### src/rtl/id_ex_stage.sv
// id_ex_stage: ID/EX pipeline register with read-use and destination decoders for hazard detection
module id_ex_stage (
  input  logic        clk,
  input  logic        rst,
  input  logic        enable,
  input  logic        flush,
  input  logic [31:0] instruction_ID,
  input  logic        RegWrite_ID,
  input  logic        DataC_ID,
  input  logic        MemtoReg_ID,
  input  logic        MemWrite_ID,
  input  logic        MemRead_ID,
  input  logic        AluSrc_ID,
  input  logic        AluSrc1_ID,
  input  logic        Branch_ID,
  input  logic        NBranch_ID,
  input  logic [3:0]  AluOperation_ID,
  input  logic [31:0] read_data1_ID,
  input  logic [31:0] read_data2_ID,
  input  logic [31:0] inst_extended_ID,
  input  logic [31:0] pc_adder_ID,
  input  logic [4:0]  write_reg_ID,
  input  logic [4:0]  Shamnt_ID,
  output logic [31:0] instruction_EXE,
  output logic        RegWrite_EXE,
  output logic        DataC_EXE,
  output logic        MemtoReg_EXE,
  output logic        MemWrite_EXE,
  output logic        MemRead_EXE,
  output logic        AluSrc_EXE,
  output logic        AluSrc1_EXE,
  output logic        Branch_EXE,
  output logic        NBranch_EXE,
  output logic [3:0]  AluOperation_EXE,
  output logic [31:0] read_data1_EXE,
  output logic [31:0] read_data2_EXE,
  output logic [31:0] inst_extended_EXE,
  output logic [31:0] pc_adder_EXE,
  output logic [4:0]  write_reg_EXE,
  output logic [4:0]  Shamnt_EXE,
  output logic        re1_ID,
  output logic        re2_ID,
  output logic [4:0]  ws_EXE,
  output logic        we_EXE
);
  localparam int W = 183;
  logic [W-1:0] d, q;
  assign d = {instruction_ID, RegWrite_ID, DataC_ID, MemtoReg_ID, MemWrite_ID, MemRead_ID,
              AluSrc_ID, AluSrc1_ID, Branch_ID, NBranch_ID, AluOperation_ID, read_data1_ID,
              read_data2_ID, inst_extended_ID, pc_adder_ID, write_reg_ID, Shamnt_ID};
  assign {instruction_EXE, RegWrite_EXE, DataC_EXE, MemtoReg_EXE, MemWrite_EXE, MemRead_EXE,
          AluSrc_EXE, AluSrc1_EXE, Branch_EXE, NBranch_EXE, AluOperation_EXE, read_data1_EXE,
          read_data2_EXE, inst_extended_EXE, pc_adder_EXE, write_reg_EXE, Shamnt_EXE} = q;
  always_ff @(posedge clk or negedge rst)
    if (!rst) q <= '0;
    else if (flush) q <= '0;
    else if (enable) q <= d;
  function automatic logic is_ralu(input logic [31:0] i);
    return i[31:26] == 6'h00 && i[5:0] inside {6'h20, 6'h22, 6'h24, 6'h25, 6'h2A};
  endfunction
  function automatic logic is_shift(input logic [31:0] i);
    return i[31:26] == 6'h00 && i[5:0] inside {6'h00, 6'h02};
  endfunction
  function automatic logic is_jr(input logic [31:0] i);
    return i[31:26] == 6'h00 && i[5:0] == 6'h08;
  endfunction
  function automatic logic is_imm(input logic [31:0] i);
    return i[31:26] inside {6'h08, 6'h0A, 6'h0C, 6'h0D, 6'h23};
  endfunction
  function automatic logic is_rsrt(input logic [31:0] i);
    return i[31:26] inside {6'h2B, 6'h04, 6'h05};
  endfunction
  assign re1_ID = (is_ralu(instruction_ID) || is_jr(instruction_ID) || is_imm(instruction_ID) ||
                   is_rsrt(instruction_ID)) && |instruction_ID[25:21];
  assign re2_ID = (is_ralu(instruction_ID) || is_shift(instruction_ID) || is_rsrt(instruction_ID)) &&
                  |instruction_ID[20:16];
  assign ws_EXE = is_ralu(instruction_EXE) || is_shift(instruction_EXE) ? instruction_EXE[15:11] :
                  is_imm(instruction_EXE) ? instruction_EXE[20:16] :
                  instruction_EXE[31:26] == 6'h03 ? 5'd31 : 5'd0;
  assign we_EXE = |ws_EXE;
endmodule

### config.mk
export PLATFORM = sky130hd
export DESIGN_NAME = id_ex_stage
export DESIGN_NICKNAME = d
export VERILOG_FILES = /design/src/rtl/id_ex_stage.sv
export SDC_FILE = /design/constraint.sdc
export NUM_CORES = 1
export LEC_CHECK = 0
export CORE_MARGIN = 1.5
export CORE_UTILIZATION = 25
export CTS_BUF_LIST = sky130_fd_sc_hd__clkbuf_4 sky130_fd_sc_hd__clkbuf_8
export CTS_CLUSTER_DIAMETER = 80
export DETAILED_ROUTE_END_ITERATION = 16
export PLACE_DENSITY = 0.54
export SYNTH_ARGS = -nofsm -noshare
export SYNTH_HDL_FRONTEND = slang
export SYNTH_SLANG_ARGS = --single-unit
### constraint.sdc
create_clock -name clk -period 2.8 [get_ports clk]
set_clock_uncertainty 0.1 [all_clocks]
set_input_delay 0.84 -clock clk [delete_from_list [all_inputs] [get_ports clk]]
set_output_delay 0.84 -clock clk [all_outputs]
set_load 0.1 [all_outputs]
==> results by group <==
Worst setup path
  • Cells on worst reg2reg path: 3
  • Worst-path fanout max: 4
  • CP required: roughly 1.9 ns
  • CP Capture Type: output port
  • WP data arrival: ~2.6 ns
  • Crit Path Category: reg2out
  • Crit path launch type: register

Synthesis
  • Syn Nets: ~840
  • Mapped Area: 7640 um2
  • Yosys warns: 0
  • Register area share after synthesis: about three fifths
  • Post-synth top area cell: dfrtp_1
  • Area contributors post-synth: dfrtp_1, mux2i_1, nor2_1
  • Mapped Avg Cell Area: between 10 and 15 um2
  • Mapped Cells: ~650
  • Number of distinct library cells after synthesis: 35
  • Post-synthesis register bit count: about 180
  • Synth top area share: about three fifths

Layout
  • Most flops, register: q
  • Layout Cells excl Fill: between 1k and 1.5k
  • Area Growth Syn to Fin: 63.0%
  • Nets@finish: 1243
  • Antenna Cells: 0
  • Core Util, Final: 41.7%
  • Finished Cell Area: 12400 um2
  • Layout cells sized above 1: 29.6%
  • Largest register FFs: between 150 and 200
  • Largest regs: q: 183 flops

Die
  • Core Area: ~30000 um2
  • Die height: ~180 um
  • # IOs: 378
  • Row count: 63
  • Die Wd: 178 um
  • Total die area: roughly 32000 um2
  • Initial Utilization: approximately a quarter

GRT
  • First-pass GRT wire length: between 30 and 40 mm
  • GR Overflow Total: 0
  • Vias in the first global route: around 6.6k
  • GR Util All Layers: 16.0%
  • Largest net degree at the start of global routing: 58
  • Antenna violations before repair: 0

Routing
  • Vias: between 6k and 7k
  • 1st-pass router iterations: 4
  • Iteration-0 DRC Markers: 270
  • Routed WL: 25.5 mm
  • Vias per cell: 4.33
  • Wire length per cell: roughly 17 um
  • Final antenna-violating net count: 0
  • DRC viols: 0

STA
  • Fin Hold WS: roughly 0.23 ns
  • Worst rel slew slack: between 60% and 70%
  • Crit path time final: between 3 and 4 ns
  • Tcrit/Tclk final: 126%
  • Worst-margin pin slew: approximately 0.56 ns
  • Slack of the critical path: -0.734 ns
  • Max-slew violations: 0
  • F_max: 283 MHz
  • RSZ-0062 raised after global routing: yes
  • Final setup vio count: 8
  • Fin. Hold Viols: 0

CTS
  • Worst-skew pair later-pin latency: 0.46 ns
  • Cts bufs inserted: 17
  • Clock Sinks: roughly 180
  • Clock transition at path regs: between 0.1 and 0.15 ns
  • CTS tree: yes
  • CTS H-tree lvls: 4
  • CTS max path bufs: 2
  • CTS root buf: clkbuf_8

Flow run
  • # Max-Cap Violations: 0

Power and ir drop
  • Tot Pwr: 6.98 mW
  • Pwr dens: about 560 nW/um2
  • Leak: 6.28 nW
  • Worst vdd ir: roughly 0.34 mV

Status
  • Status: finished with violations
  • Failing checks: negative setup slack

Placed design
  • Placed Area: about 12000 um2
  • Gpl congestion: just under 0.8
  • Dpl cells: about 1.4k
  • Number of I/O port buffers: around 380
  • Hpwl dp: around 19 mm

Min path
  • Worst hold path class: in2async
-- logic make-up (layout without fill, tap and decap cells) --
family / after synthesis / in the layout / share of synthesized area (%)
multiplexers: 186 / 186 / 24.4
buffers and inverters: 46 / 466 / 2.29
AND/OR/NAND/NOR: 213 / 213 / 11.3
AO/OA/AOI/OAI: 20 / 20 / 2.10
flip-flops: 183 / 183 / 60.0
-- cell usage in the layout (no fill, tap or decap), types with 7 or more instances in the layout --
cell / count
nor2_1: 186
clkdlybuf4s50_1: 171
mux2i_1: 185
dlygate4sd2_1: 7
clkbuf_8: 17
buf_12: 17
buf_6: 7
dfrtp_1: 171
buf_4: 225
dfrtp_2: 8
-- cells in the mapped netlist, drive strengths merged --
cell type / count
clkbuf: 25
and3b: 1
a41oi: 1
nor4: 2
o31a: 1
a211oi: 1
nor2: 188
a32oi: 1
o211a: 2
nor2b: 2
nand3: 3
o32a: 1
nand2: 5
dfrtp: 183
a221o: 3
o22a: 2
nor3b: 1
inv: 4
a21oi: 1
or4: 4
a211o: 1
nand2b: 2
o21ai: 4
mux2: 1
nand4b: 1
o22ai: 1
nor3: 1
mux2i: 185
o32ai: 1
buf: 17
nor4bb: 1
and3: 1
nand3b: 1
-- layer usage --
metal	vias to the layer above	part of all wire, %	track usage [%]
li1	3013	-	-
met1	3092	42	20.0
met2	190	51	27.4
met3	18	5.4	3.77
met4	0	1.6	4.24
met5	-	0	0
-- area by class of cell --
cell class | instances | area, um2
multi-input cells | 419 | 3040
repair buffers | 431 | 3920
well taps | 390 | 488
fillers | 2923 | 17400
flip-flops and latches | 183 | 4600
clock inverters | 13 | 131
inverters | 4 | 15.0
clock buffers | 18 | 241
-- critical path, stage by stage (launching register included) --
cell and delay (ns):
dfrtp_4 0.48, and3b_1 0.22, a32oi_2 0.24, nor2_2 0.11, a221o_4 0.39, or4_4 0.53, buf_12 0.18
-- final timing paths --
| path | start | end | slack (ns) |
|---|---|---|---|
| min reg2reg | q[111] | q[111] | 0.43 |
| max | q[178] | we_EXE | -0.73 |
| max reg2reg | q[182] | q[182] | 1.70 |
| min in group clk | q[111] | q[111] | 0.43 |
| min | rst | q[71] | 0.23 |
| max in group asynchronous | rst | q[28] | 1.72 |
-- repair_timing --
action,CTS,global route
setup endpoints to repair,8,8
pin swaps,12,5
gates resized for setup,38,1
hold buffers,0,0
buffers inserted,2,0
-- power by group --
group	total [mW]	switching (mW)	internal (mW)	leakage [nW]
logic	2.33	1.63	0.696	3.68
registers	2.88	0.0918	2.79	2.41
clock network	1.77	1.10	0.670	0.193
total	6.98	2.82	4.16	6.28
-- per-stage QoR --
stage / TNS (ns) / setup WS (ns)
2_1_floorplan: -1.41 / -0.612
3_3_place_gp: -1.85 / -0.846
3_5_place_dp: -1.89 / -0.838
4_1_cts: -3.42 / -0.758
5_1_grt: -3.98 / -0.811
6_report: -3.23 / -0.734
Power figures use the tool's default switching activity.
